`config.mk`:
```
export PLATFORM = sky130hd
export DESIGN_NAME = result_writeback
export DESIGN_NICKNAME = d
export VERILOG_FILES = /design/src/rtl/result_writeback.sv
export SDC_FILE = /design/constraint.sdc
export NUM_CORES = 1
export LEC_CHECK = 0
export ABC_AREA = 1
export CAP_MARGIN = 25
export CORE_ASPECT_RATIO = 0.75
export CORE_MARGIN = 3
export CORE_UTILIZATION = 50
export CTS_BUF_LIST = sky130_fd_sc_hd__clkbuf_8
export CTS_CLUSTER_DIAMETER = 80
export DETAILED_ROUTE_END_ITERATION = 10
export GPL_ROUTABILITY_DRIVEN = 0
export PLACE_DENSITY = 0.71
export SYNTH_ARGS = -nofsm -noshare
export SYNTH_HDL_FRONTEND = slang
export SYNTH_SLANG_ARGS = --single-unit
```
`constraint.sdc`:
```
create_clock -name clk -period 9.5 [get_ports clk]
set_input_delay 0.95 -clock clk [delete_from_list [all_inputs] [get_ports clk]]
set_output_delay 0.95 -clock clk [all_outputs]
set_load 0.005 [all_outputs]
```
`src/rtl/result_writeback.sv`:
```
// Result writeback: buffers accumulator rows in a small FIFO and
// serialises each row into sign-extended 32-bit words for B memory.
module result_writeback #(
  parameter int LANES      = 8,
  parameter int RES_W      = 17,
  parameter int FIFO_DEPTH = 4,
  parameter int ADDR_W     = 32
) (
  input  logic                   clk,
  input  logic                   rst,
  input  logic                   start,
  input  logic [ADDR_W-1:0]      base_addr,
  input  logic [15:0]            row_count,
  input  logic                   res_valid,
  input  logic [LANES*RES_W-1:0] res_data,
  output logic                   res_ready,
  output logic                   mem_wr_en,
  output logic [ADDR_W-1:0]      mem_wr_addr,
  output logic [31:0]            mem_wr_data,
  input  logic                   mem_wr_ready,
  output logic                   busy,
  output logic                   done,
  output logic                   overflow,
  output logic [15:0]            rows_written
);

  localparam int LW    = $clog2(LANES);
  localparam int PW    = $clog2(FIFO_DEPTH);
  localparam int ROW_W = LANES * RES_W;

  typedef enum logic [1:0] {
    IDLE,
    RUN,
    DONE_ST
  } state_t;

  state_t state, state_nx;

  logic [ROW_W-1:0]  fifo [FIFO_DEPTH];
  logic [PW-1:0]     wr_ptr, rd_ptr;
  logic [PW:0]       count;
  logic [LW-1:0]     lane_ptr;
  logic [ADDR_W-1:0] addr_cnt;
  logic [15:0]       target;
  logic [15:0]       rows_acc;
  logic              last_word;

  logic             full, empty;
  logic             push, pop;
  logic             load, fire;
  logic             lane_end;
  logic             final_word;
  logic             job_start;
  logic [ROW_W-1:0] head;
  logic [RES_W-1:0] lane;

  assign full  = (count == (PW+1)'(FIFO_DEPTH));
  assign empty = (count == '0);

  assign res_ready = (state == RUN) && !full
                     && (rows_acc < target);
  assign push      = res_valid && res_ready;
  assign fire      = mem_wr_en && mem_wr_ready;

  // Output word register refills when empty or being accepted.
  assign load     = (state == RUN) && !empty
                    && (!mem_wr_en || mem_wr_ready);
  assign lane_end = (lane_ptr == LW'(LANES - 1));
  assign pop      = load && lane_end;

  assign final_word = fire && last_word
                      && (rows_written == target - 16'd1);
  assign job_start  = (state == IDLE) && start;

  assign head = fifo[rd_ptr];
  assign lane = head[lane_ptr*RES_W +: RES_W];

  assign busy = (state == RUN);
  assign done = (state == DONE_ST);

  always_comb begin
    state_nx = state;
    unique case (state)
      IDLE: begin
        if (start)
          state_nx = (row_count == 16'd0) ? DONE_ST : RUN;
      end
      RUN: begin
        if (final_word)
          state_nx = DONE_ST;
      end
      DONE_ST: state_nx = IDLE;
      default: state_nx = IDLE;
    endcase
  end

  always_ff @(posedge clk) begin
    if (push)
      fifo[wr_ptr] <= res_data;
  end

  always_ff @(posedge clk or posedge rst) begin
    if (rst) begin
      state        <= IDLE;
      wr_ptr       <= '0;
      rd_ptr       <= '0;
      count        <= '0;
      lane_ptr     <= '0;
      addr_cnt     <= '0;
      target       <= '0;
      rows_acc     <= '0;
      rows_written <= '0;
      overflow     <= 1'b0;
    end else begin
      state <= state_nx;
      if (job_start) begin
        wr_ptr       <= '0;
        rd_ptr       <= '0;
        count        <= '0;
        lane_ptr     <= '0;
        addr_cnt     <= base_addr;
        target       <= row_count;
        rows_acc     <= '0;
        rows_written <= '0;
        overflow     <= 1'b0;
      end else begin
        if (push) begin
          wr_ptr   <= wr_ptr + 1'b1;
          rows_acc <= rows_acc + 16'd1;
        end
        if (pop)
          rd_ptr <= rd_ptr + 1'b1;
        if (push && !pop)
          count <= count + 1'b1;
        else if (!push && pop)
          count <= count - 1'b1;
        // A row blocked only by the row limit is not an overflow.
        if ((state == RUN) && res_valid && full
            && (rows_acc < target))
          overflow <= 1'b1;
        if (load) begin
          addr_cnt <= addr_cnt + ADDR_W'(4);
          lane_ptr <= lane_end ? '0 : lane_ptr + 1'b1;
        end
        if (fire && last_word)
          rows_written <= rows_written + 16'd1;
      end
    end
  end

  always_ff @(posedge clk or posedge rst) begin
    if (rst) begin
      mem_wr_en   <= 1'b0;
      mem_wr_addr <= '0;
      mem_wr_data <= '0;
      last_word   <= 1'b0;
    end else if (load) begin
      mem_wr_en   <= 1'b1;
      mem_wr_addr <= addr_cnt;
      mem_wr_data <= {{(32-RES_W){lane[RES_W-1]}}, lane};
      last_word   <= lane_end;
    end else if (fire) begin
      mem_wr_en <= 1'b0;
    end
  end

endmodule

```
==> flow_summary.json <==
{
  "highest_clock_frequency_the_design_can_meet_mhz": 231,
  "first_global_vias": 20600,
  "post-route-drc-count": 0,
  "share_comb_of_total_power_pct": 26.8,
  "syn_nets": 2726,
  "post_synth_inst_count": 2511,
  "post_cts_resized": 0,
  "regToRegStartpoint": "rd_ptr[0]",
  "sequential_cell_area_sq_mm": 0.0200,
  "post_synth_top_flop": "edfxtp_1",
  "category_of_the_critical_setup_timing_path": "register to register",
  "clock_insertion_delay_at_the_later_pin_of_the_skew_report_ps": 720,
  "detail_route.wirelength_um": 77900,
  "postSynthRegisterBits": 688,
  "grt_residual_overflow": 0,
  "cts.hold.buffers_added": 0,
  "final_antenna_net_count": 0,
  "critical_path.cell_chain": "inv_6, buf_4, buf_4, o21ai_0, o221ai_1, o211ai_1, nand3_1, nand3_1, nand2_1",
  "cts_max_path_buffers": 3,
  "worst-path-buf-inv": 3,
  "hold_violations": 0,
  "hold_path_class": "register to register",
  "power.net_switching_mw": 2.96,
  "final.fill_count": 4635,
  "vdd.ir_drop.worst_uv": 149,
  "max-slew-margin-rel_pct": 29.5,
  "utilization_pct": 59.9,
  "tritoncts_num_sinks": 688,
  "cp_slowest_stage_delay_ps": 810,
  "post_route_cells_drive_above_1_share_pct": 8.06,
  "ctsRootBufferMaster": "clkbuf_8",
  "hold_path_stages": 2,
  "actual_transition_at_the_worst_max_transition_pin_ps": 1060,
  "length_in_cells_of_the_worst_reg_to_reg_path": 9,
  "num-nets-final": 2969,
  "clock_skews_ps": 39.2,
  "floorplan.die_area_sq_mm": 0.0615,
  "cp.required_ps": 10150,
  "die_y_extent_um": 216,
  "total_power_mw": 8.72,
  "synthToLayoutAreaGrowth_pct": 18.0,
  "switching_share_pct": 33.9,
  "synth_enable_flop_cells": 544,
  "synth.top_cells.by_count": "edfxtp_1 (544), nor2_1 (352), o21ai_0 (317)",
  "synthMostInstantiatedCell": "edfxtp_1",
  "gr-usage-all-layers_pct": 25.0,
  "cellInternalPower_mw": 5.76,
  "multi_input_comb_area_sq_mm": 0.00808,
  "critPathLaunchType": "register",
  "die_width_um": 285,
  "run_status": "complete, no violations",
  "worstHoldEndpoint": "mem_wr_addr[11]",
  "critical_path.slowest_cell": "dfrtp_4",
  "leakagePower_nw": 12.5,
  "cts-htree-levels": 3,
  "synth_top_area_cell": "edfxtp_1",
  "starting_utilization_of_the_core_area_pct": 50.8,
  "detailedRoute.firstPassIterationCount": 6,
  "routed-via-count": 21100,
  "synth_async_sr_flop_share_pct": 20.9,
  "cp_max_fo": 123,
  "maxCapViolCount": 0,
  "drt-initial-drc-count": 2466,
  "syn-cell-area_sq_mm": 0.0293,
  "timing.setup.tns_ps": 0,
  "row_cnt": 76,
  "pin_count_of_the_biggest_net_entering_global_routing": 124,
  "top_cells_by_area_synth": "edfxtp_1 (56%), dfrtp_1 (12%), o21ai_0 (5.4%)",
  "final_max_slew_viol_count": 0,
  "route.detailed.wl_per_inst_um": 21.5,
  "floorplan.io_pins": 274,
  "first_pass_grt_wire_length_um": 119000,
  "final_min_period_over_clock_period_pct": 45.6,
  "cp_top_family": "buffers and inverters",
  "post_synth_num_cell_types": 51,
  "seq_power_share_pct": 47.3,
  "timing.critical_path.to_type": "register",
  "rsz0062_at_grt": "no",
  "crit-reg2reg-capture": "mem_wr_data[2]",
  "pwr_density_cell_mw_per_mm2": 252,
  "synthesis.yosys.warnings": 0,
  "syn_avg_cell_area_sq_um": 11.7,
  "post-route-min-period_ps": 4340,
  "vias_per_cell": 5.81,
  "critical_path_arrival_ps": 4980,
  "report.final.setup_viol": 0,
  "timing.hold.worst.start": "mem_wr_addr[11]",
  "core-area_sq_mm": 0.0576,
  "synth_seq_area_share_pct": 68.1,
  "r2r_setup_slack_ps": 5160,
  "numCtsBuffers": 103,
  "tritoncts": "yes",
  "pwr-share-clk_pct": 25.9,
  "worst_setup_hold_path_clk_slew_ps": 60,
  "antenna_found_initial": 4,
  "post_cts_setup_buffer_count": 0,
  "dpl.cell_count": 3423,
  "portBuffers": 273,
  "hpwl_um": 47800,
  "final-instance-count-excl-fill": 3629,
  "post-synth-top-area-fraction_pct": 55.8
}
[power by group through the flow]
stage	registers (mW)	logic, mW	clock network [mW]
2_1_floorplan	4.09	1.44	0
3_3_place_gp	4.15	2.25	0
3_5_place_dp	4.18	2.30	0
4_1_cts	4.12	2.31	2.30
5_1_grt	4.16	2.58	2.45
6_report	4.12	2.34	2.26
[final cells by class]
cell class	instances	area share [%]
Multi-Input combinational cell	1521	23.4
Clock buffer	113	4.50
Clock inverter	80	1.10
Inverter	139	1.54
Antenna cell	7	0.0507
Tap cell	780	2.83
Timing Repair Buffer	301	8.84
Sequential cell	688	57.8
[tightest hold or removal path, stage by stage, from the launching register on]
cell and delay (ps):
dfrtp_1 340, nand2_1 50, o21ai_0 60
[worst max path at each step]
stage | depth (start not counted) | endpoint | slack, ps | start
floorplan | 10 | fifo[0][0] | 1690 | target[9]
global placement | 5 | fifo[1][78] | 4630 | res_valid
detailed placement | 5 | fifo[2][15] | 4590 | res_valid
CTS | 11 | fifo[2][32] | 4960 | target[9]
global route | 9 | mem_wr_data[4] | 4800 | rd_ptr[0]
finish | 9 | mem_wr_data[2] | 5160 | rd_ptr[0]
[sequential cells by signal (all words and copies together), names as in the netlist, 2 cells and up]
register / cells
fifo: 544
addr_cnt: 32
mem_wr_addr: 32
mem_wr_data: 17
rows_acc: 16
rows_written: 16
target: 16
count: 3
lane_ptr: 3
rd_ptr: 2
state: 2
wr_ptr: 2
[per-stage QoR]
| stage | hold slack [ps] | instance area [sq um] | setup WS (ps) |
|---|---|---|---|
| detailed placement | 474 | 32400 | 4590 |
| global placement | 470 | 32400 | 4630 |
| floorplan | 453 | 29300 | 1690 |
| finish | 489 | 34500 | 5160 |
| global route | 509 | 34500 | 4800 |
| CTS | 490 | 34400 | 4960 |
[layer usage]
metal | share of wire (%) | vias up | GRT usage, %
li1 | - | 9609 | -
met1 | 43 | 10400 | 36.7
met2 | 46 | 964 | 38.0
met3 | 9.0 | 131 | 5.29
met4 | 2.3 | 0 | 7.19
met5 | 0 | - | 0
[placed cells by master (no fill, tap or decap), drive strengths merged, types with 2 or more instances in the layout]
| cell type | Yosys | final |
|---|---|---|
| edfxtp | 544 | 544 |
| nor2 | 372 | 372 |
| o21ai | 371 | 371 |
| clkdlybuf4s50 | 0 | 273 |
| nand2 | 260 | 260 |
| inv | 137 | 177 |
| dfrtp | 144 | 144 |
| nand3 | 121 | 121 |
| clkbuf | 86 | 113 |
| o211ai | 80 | 80 |
| o22ai | 70 | 70 |
| o221ai | 68 | 68 |
| clkinv | 2 | 41 |
| a21oi | 31 | 31 |
| buf | 77 | 28 |
| nand4 | 26 | 26 |
| ha | 25 | 25 |
| nor3 | 25 | 25 |
| xor2 | 23 | 23 |
| xnor2 | 10 | 10 |
| diode | 0 | 7 |
| o31ai | 7 | 7 |
| nor4 | 7 | 7 |
| a31oi | 5 | 5 |
| or2 | 3 | 3 |
| o21a | 2 | 2 |
| nor3b | 2 | 2 |
| o32ai | 2 | 2 |
| a22oi | 2 | 2 |
| a22o | 2 | 2 |
[cell families after synthesis]
logic type | after synthesis | synth area share (%)
AO/OA/AOI/OAI | 643 | 13.1
XOR/XNOR | 34 | 1.06
adder cells (fa/ha/maj) | 26 | 1.14
buffers and inverters | 302 | 4.43
flip-flops | 688 | 68.1
AND/OR/NAND/NOR | 818 | 12.2
Power figures use the tool's default switching activity.
